==> config.mk <==
export PLATFORM = sky130hd
export DESIGN_NAME = pdm_playback
export DESIGN_NICKNAME = d
export VERILOG_FILES = /design/src/rtl/pdm_playback.sv
export SDC_FILE = /design/constraint.sdc
export NUM_CORES = 1
export LEC_CHECK = 0
export ABC_CLOCK_PERIOD_IN_PS = 7360
export BUFFER_PORTS_ARGS = -buffer_cell sky130_fd_sc_hd__buf_2
export CAP_MARGIN = 5
export CORE_ASPECT_RATIO = 0.8
export CORE_UTILIZATION = 50
export DETAILED_ROUTE_END_ITERATION = 10
export PLACE_DENSITY = 0.78
export SYNTH_ARGS = -nofsm -noshare
export SYNTH_HDL_FRONTEND = slang
export SYNTH_SLANG_ARGS = --single-unit
==> constraint.sdc <==
create_clock -name clk -period 7.36 [get_ports clk]
set_clock_uncertainty 0.2 [all_clocks]
set_input_delay 0.368 -clock clk [delete_from_list [all_inputs] [get_ports clk]]
set_output_delay 0.368 -clock clk [all_outputs]
set_load 0.1 [all_outputs]
==> src/rtl/pdm_playback.sv <==
// pdm_playback: streams packed 32-bit PDM words from the sample RAM onto the
// audio pin, LSB first, one bit every CLK_DIV clocks, with no gap between words.
// The next word is prefetched into a holding register during the first bit
// period of the current word.
// Optional feature macro: PDM_PLAYBACK_LOOP_EN (wrap to address 0 after
// LAST_ADDR and play until stopped; no done pulse).
module pdm_playback #(
  parameter int CLK_DIV   = 50,
  parameter int LAST_ADDR = 4095
) (
  input  logic        clk,
  input  logic        rst,
  input  logic        play,
  input  logic        stop,
  output logic [11:0] ram_rd_addr,
  input  logic [31:0] ram_rd_data,
  output logic        audio_pwm,
  output logic        audio_sd,
  output logic        busy,
  output logic        done
);

  localparam int              DW        = (CLK_DIV > 1) ? $clog2(CLK_DIV) : 1;
  localparam logic [DW-1:0]   DIV_MAX   = DW'(CLK_DIV - 1);
  // RAM data for the prefetch address is valid in the second cycle of a word
  localparam logic [DW-1:0]   DIV_CAP   = DW'(1);
  localparam logic [11:0]     ADDR_LAST = 12'(LAST_ADDR);

  typedef enum logic [1:0] {
    IDLE   = 2'd0,
    FETCH0 = 2'd1,
    LOAD0  = 2'd2,
    PLAY   = 2'd3
  } state_t;

  state_t        state;
  state_t        state_nx;
  logic          finish;

  logic [DW-1:0] div_cnt;
  logic [4:0]    bit_cnt;
  logic [31:0]   shifter;
  logic [31:0]   holding;
  logic          holding_valid;

  logic          in_play;
  logic          bit_end;
  logic          word_end;
  logic          load_word;
  logic          prefetch_cap;
  logic          end_of_stream;
  logic [11:0]   addr_next;

  assign in_play   = (state == PLAY);
  assign bit_end   = in_play && (div_cnt == DIV_MAX);
  assign word_end  = bit_end && (bit_cnt == 5'd31);
  assign load_word = (state == LOAD0) || word_end;
  assign addr_next = (ram_rd_addr == ADDR_LAST) ? 12'd0 : ram_rd_addr + 12'd1;

`ifdef PDM_PLAYBACK_LOOP_EN
  // Looping never runs out of words, so every word prefetches its successor
  assign end_of_stream = 1'b0;
  assign prefetch_cap  = in_play && (bit_cnt == 5'd0) && (div_cnt == DIV_CAP);
`else
  // Set while the word from LAST_ADDR is playing; nothing follows it
  logic last_word;
  assign end_of_stream = word_end && last_word;
  assign prefetch_cap  = in_play && (bit_cnt == 5'd0) && (div_cnt == DIV_CAP) && !last_word;
`endif

  assign busy      = (state != IDLE);
  assign audio_sd  = busy;
  assign audio_pwm = in_play && shifter[0];

  // State register
  always_ff @(posedge clk or posedge rst) begin
    if (rst) begin
      state <= IDLE;
    end else begin
      state <= state_nx;
    end
  end

  // Next-state logic; stop wins over everything while busy
  always_comb begin
    state_nx = state;
    finish   = 1'b0;
    case (state)
      IDLE: begin
        if (play && !stop) begin
          state_nx = FETCH0;
        end
      end
      FETCH0: begin
        state_nx = stop ? IDLE : LOAD0;
      end
      LOAD0: begin
        state_nx = stop ? IDLE : PLAY;
      end
      PLAY: begin
        if (stop) begin
          state_nx = IDLE;
        end else if (end_of_stream) begin
          state_nx = IDLE;
          finish   = 1'b1;
        end
      end
      default: begin
        state_nx = IDLE;
      end
    endcase
  end

  // Bit timing, shifter, prefetch and address datapath
  always_ff @(posedge clk or posedge rst) begin
    if (rst) begin
      ram_rd_addr   <= 12'd0;
      done          <= 1'b0;
      div_cnt       <= '0;
      bit_cnt       <= 5'd0;
      shifter       <= 32'd0;
      holding       <= 32'd0;
      holding_valid <= 1'b0;
`ifndef PDM_PLAYBACK_LOOP_EN
      last_word     <= 1'b0;
`endif
    end else begin
      done <= finish;

      if (prefetch_cap) begin
        holding       <= ram_rd_data;
        holding_valid <= 1'b1;
      end

      if (in_play) begin
        if (bit_end) begin
          div_cnt <= '0;
          bit_cnt <= bit_cnt + 5'd1;
          if (!word_end) begin
            shifter <= shifter >> 1;
          end
        end else begin
          div_cnt <= div_cnt + DW'(1);
        end
      end

      // The word being loaded always comes from the current ram_rd_addr,
      // so that address decides whether this is the final word.
      if (load_word) begin
        shifter       <= (state == LOAD0) ? ram_rd_data
                                          : (holding_valid ? holding : 32'd0);
        holding_valid <= 1'b0;
`ifdef PDM_PLAYBACK_LOOP_EN
        ram_rd_addr   <= addr_next;
`else
        last_word     <= (ram_rd_addr == ADDR_LAST);
        if (ram_rd_addr != ADDR_LAST) begin
          ram_rd_addr <= addr_next;
        end
`endif
      end

      // Leaving or sitting in IDLE: park the address at 0, drop prefetch
      if (state_nx == IDLE) begin
        ram_rd_addr   <= 12'd0;
        holding_valid <= 1'b0;
        div_cnt       <= '0;
        bit_cnt       <= 5'd0;
`ifndef PDM_PLAYBACK_LOOP_EN
        last_word     <= 1'b0;
`endif
      end
    end
  end

endmodule

[Word level (Yosys, flattened, before mapping)]
Cells that the tools add are included.
Word-level totals
  bits in registers: 92
  bits of input ports: 36
  output and inout port bits: 16
  word-level logic and storage cells: 76
Operators by class
  equality and inequality tests: 9
  mux-type cells: 30
  add/subtract/negate cells: 3
  reductions and logical operators: 25
Operators with widths (count)
  32-bit 2-to-1 mux: 6
  12-bit 2-to-1 mux: 4
  6-bit 2-to-1 mux: 3
  5-bit 2-to-1 mux: 3
  2-bit nonzero test: 7
  12-bit by 1-bit adder with 12-bit output (second input constant): 1
  12-bit equality test (second input constant): 1
  12-bit != test (second input constant): 1
  2-bit 2-to-1 mux: 5
  1-bit logical AND: 8
  1-bit 2-to-1 mux: 8
  2-bit case mux with 4 select lines: 1
  6-bit by 1-bit adder with 6-bit output (second input constant): 1
  6-bit by 1-bit equality test with 1-bit output (second input constant): 1
  6-bit equality test (second input constant): 1
  5-bit by 1-bit adder with 5-bit output (second input constant): 1
  5-bit equality test (second input constant): 1
  5-bit logical NOT: 1
  2-bit equality test (second input constant): 2
  2-bit logical NOT: 2
  2-bit AND reduction: 2
  3-bit AND reduction: 1
  3-bit nonzero test: 1
  2-bit by 1-bit equality test with 1-bit output (second input constant): 1
  other kinds (3): 4

[Longest topological paths before layout]
  word-level depth: 10
  gate-level depth with buffers: 9
  mapped depth without buffers: 7

[Worst setup path after synthesis]
Ideal clock, no wire load.
  path kind: reg2reg
  start: reg ram_rd_addr[0]
  end: reg ram_rd_addr[1]
  data required time: 7082 ps
  clock period less this slack: 2522 ps
  arrival: 2244 ps
  library setup time: 78 ps
  path buffers: 1
  cell stages (with the launch flop): 7
  setup slack: 4838 ps
  path through: dfrtp_1 > ha_1 > nand4_1 > nor3_2 > buf_2 > o21ai_0 > a21oi_1
Between the ends
  word-level cells in the longest chain between the ends: 5
  elaborated cells on any way between the ends: 9
  classes of those cells: 1 x add/sub; 2 x eq/ne; 4 x mux; 2 x reduce/logical
RTL lines
  start: declaration: RTL line 15  | output logic [11:0] ram_rd_addr,
  start signal: assignment: RTL line 158  | ram_rd_addr <= addr_next;
  12-bit by 1-bit adder with 12-bit output / 12-bit equality test (equally long branches): RTL line 58  | assign addr_next = (ram_rd_addr == ADDR_LAST) ? 12'd0 : ram_rd_addr + 12'd1;
  12-bit 2-to-1 mux: RTL line 58
  12-bit 2-to-1 mux: RTL line 157  | if (ram_rd_addr != ADDR_LAST) begin
  12-bit 2-to-1 mux: RTL line 149  | if (load_word) begin
  12-bit 2-to-1 mux: RTL line 164  | if (state_nx == IDLE) begin
Several ways; a longest one is shown, not always the timed one. The select of a mux whose other input is x is not followed.
A chain may end at the register's enable or synchronous reset.

[Worst setup path in the final report]
  start: reg bit_cnt[0]
  end: reg shifter[22]
Between the ends
  word-level cells in the longest chain between the ends: 5
  elaborated cells on any way between the ends: 8
  classes of those cells: 2 x eq/ne; 1 x mux; 5 x reduce/logical
RTL lines
  start: declaration: RTL line 41  | logic [4:0] bit_cnt;
  start signal: assignment: RTL line 138  | bit_cnt <= bit_cnt + 5'd1;
  5-bit equality test *: RTL line 56  | assign word_end = bit_end && (bit_cnt == 5'd31);
  1-bit logical AND *: RTL line 56
  1-bit logical OR: RTL line 57  | assign load_word = (state == LOAD0) || word_end;
  2-bit by 1-bit != test with 1-bit output (no source line) / 2-bit nonzero test (equally long branches)
  3-bit AND reduction (no source line)
  end signal: assignment: RTL line 140  | shifter <= shifter >> 1;
  end signal: assignment: RTL line 150  | shifter <= (state == LOAD0) ? ram_rd_data
  end: declaration: RTL line 42  | logic [31:0] shifter;
Mark *: on every way between the ends. The rest lies on a longest branch, timed or not.

==> impl_metrics.tcl <==
set metrics [dict create \
    num_vias 3599 \
    worstHoldEndpoint "state[0]" \
    synth-xor-area-share_pct 1.16 \
    die_w_microns 109 \
    yosys.area_share.simple_pct 21.7 \
    synth_top_family_by_area "simple AND/OR/NAND/NOR gates" \
    synth.top_cell.area_share_pct 50.7 \
    h-tree-depth 3 \
    final_cell_mix "dfrtp_1, nor2_1, buf_2, mux2_2" \
    io_pins 52 \
    pwr-share-seq_pct 49.4 \
    rows 30 \
    clock_sinks 92 \
    p_per_area_mw_per_mm2 237 \
    arrival_ns 3.20 \
    required_ns 7.37 \
    synthToLayoutAreaGrowth_pct 13.0 \
    rr_worst_depth 6 \
    yosysTopAreaCell "dfrtp_1" \
    synth_edf_count 0 \
    final_nets 529 \
    syn_area_sq_mm 0.00454 \
    max_freq_mhz 314 \
    p_int_mw 0.898 \
    swShare_pct 26.2 \
    post-route-min-period_ns 3.19 \
    clk_pin_slew_ns 0.07 \
    slew_violations 0 \
    wire_per_inst_microns 16.6 \
    fp.dieH_microns 87.2 \
    clock_tree.buffer_depth 2 \
    r2r-start "bit_cnt[0]" \
    synth.area.mux_share_pct 8.60 \
    die_area_sq_mm 0.00947 \
    cts_tree "yes" \
    postCtsSetupBuffers 0 \
    peakVddDrop_mv 0.126 \
    status "completed" \
    grt_max_degree 73 \
    drc 0 \
    place_hpwl_mm 6.43 \
    grt_antenna_before_repair 0 \
    synth_cell_types 54 \
    final_common_cell "dfrtp_1" \
    drt.antenna.violating_nets 0 \
    comb_power_share_pct 12.3 \
    ys_seq_area_share_pct 50.7 \
    gp_congestion 0.849 \
    placed_cells 587 \
    viasPerCell 5.97 \
    synth_compound_area_share_pct 12.3 \
    cap_violations 0 \
    initial_utilization_pct 52.6 \
    reg2reg_to "shifter[22]" \
    rsz0062_at_grt "false" \
    hold_path_class "in2reg" \
    async_reset_ff_share_pct 100 \
    cts_inserted_buffers 9 \
    hold_depth 2 \
    insertedDiodeCount 0 \
    ys_seq_elements 92 \
    ff2ff_setup_slack_ns 4.17 \
    track_usage_pct 23.2 \
    timing_hold_violations_final 0 \
    synth_area_leaders "dfrtp_1, mux2_2, nor2_1" \
    fin_crit_sh_pct 43.3 \
    fin_cells 603 \
    hold_start "stop" \
    first_iter_violations 244 \
    gr-total-overflow 0 \
    synthesis.instances 449 \
    cp-end-kind "flip-flop" \
    drive_gt1_share_pct 23.2 \
    p_switching_mw 0.319 \
    p_clk_share_pct 38.2 \
    p_leak_nw 2.16 \
    synth-warning-count 0 \
    avgSynthCellArea_sq_um 10.1 \
    firstDrtPassIters 4 \
    start_kind "flip-flop" \
    tightest_slew_ns 1.21 \
    cts_root_buffer "clkbuf_16" \
    clk_latency_ns 0.34 \
    core_sq_mm 0.00863 \
    grt_pass1_wl_mm 16.9 \
    portBuffers 51 \
    worstPathMaxFanout 26 \
    worst-setup-path-type "reg2reg" \
    slew_headroom_pct 19.6 \
    synth_fa_ha_area_share_pct 1.65 \
    ys.flop_type "dfrtp_1" \
    setup_tns_ns 0 \
    grt_pass1_vias 3436 \
    routed_wl_mm 9.99 \
    setup_viol 0 \
    synth_nets 491 \
]
[per-stage QoR]
stage / utilization [%] / area, sq um / worst slack, ns / power (mW) / hold WS (ns)
5_1_grt: 59.4 / 5130 / 3.93 / 1.27 / 0.0704
3_3_place_gp: 55.8 / 4820 / 4.35 / 0.752 / 0.153
4_1_cts: 59.4 / 5130 / 4.19 / 1.23 / 0.0476
3_5_place_dp: 55.8 / 4820 / 4.20 / 0.760 / 0.146
2_1_floorplan: - / 4540 / 4.40 / 0.718 / 0.234
6_report: 59.4 / 5130 / 4.17 / 1.22 / 0.0601
[flip-flops by register name (all words and copies together), names as in the netlist]
signal	count
shifter	32
holding_valid	1
done	1
last_word	1
bit_cnt	5
ram_rd_addr	12
holding	32
state	2
div_cnt	6
[worst max-delay path, cell delays in order, from the launching register on]
cell      delay [ns]
dfrtp_1         0.41
ha_1            0.19
and3_1          0.16
ha_1            0.74
clkinv_1        0.78
a221oi_1        0.49
nor3_1          0.10
[layer usage]
layer | global-route usage, % | up-vias | wire, microns
met5 | 0 | - | 0
li1 | - | 1700 | -
met4 | 6.51 | 0 | 82
met1 | 31.9 | 1785 | 4500
met2 | 37.3 | 106 | 4940
met3 | 4.71 | 8 | 471
[kinds of logic after synthesis]
logic type / count (synthesis)
simple gates: 195
flops: 92
compound gates: 78
buf+inv: 37
mux: 35
xor+xnor: 6
fa+ha+maj: 6
[area by class of cell]
| type | count | area (sq um) |
|---|---|---|
| clock inverter | 5 | 61.3 |
| multi-input combinational | 320 | 2060 |
| fill | 737 | 3500 |
| inverter | 8 | 31.3 |
| tap | 112 | 140 |
| timing repair buffer | 56 | 295 |
| sequential | 92 | 2300 |
| clock buffer | 10 | 239 |
[worst max-delay path by stage]
stage,from,end,slack (ns)
floorplan,rst,bit_cnt[0],4.40
global placement,bit_cnt[0],shifter[28],4.35
detailed placement,bit_cnt[0],shifter[22],4.20
CTS,bit_cnt[0],shifter[22],4.19
global route,bit_cnt[0],shifter[27],3.93
finish,bit_cnt[0],shifter[22],4.17
[power groups by stage]
| stage | Sequential [mW] | Combinational (mW) | Clock (mW) |
|---|---|---|---|
| 2_1_floorplan | 0.599 | 0.119 | 0 |
| 4_1_cts | 0.600 | 0.152 | 0.474 |
| 5_1_grt | 0.608 | 0.170 | 0.496 |
| 6_report | 0.601 | 0.150 | 0.465 |
| 3_5_place_dp | 0.610 | 0.151 | 0 |
| 3_3_place_gp | 0.607 | 0.145 | 0 |
[Yosys cell counts, types with 2 or more instances]
master,number
dfrtp_1,92
nor2_1,82
mux2_2,32
a21oi_1,26
nand2_1,26
nor3_1,26
a221oi_1,18
buf_2,15
nand3_1,12
o22ai_1,10
nand4_1,8
o31ai_1,8
and3_1,7
inv_1,7
clkbuf_1,6
ha_1,6
or4_1,6
o21ai_0,5
and2_1,4
xor2_1,4
buf_4,3
mux2i_1,3
a211oi_1,2
a32o_1,2
and2b_1,2
and3b_1,2
buf_1,2
clkbuf_2,2
nand3b_1,2
nor3_2,2
nor4_1,2
or3_1,2
xnor2_1,2
[what timing repair did]
item,CTS,global route
hold buffers,1,0
endpoints found under the hold margin,20,0
gates resized for setup,0,0
endpoints found under the setup margin,0,0
Power figures use the tool's default switching activity.
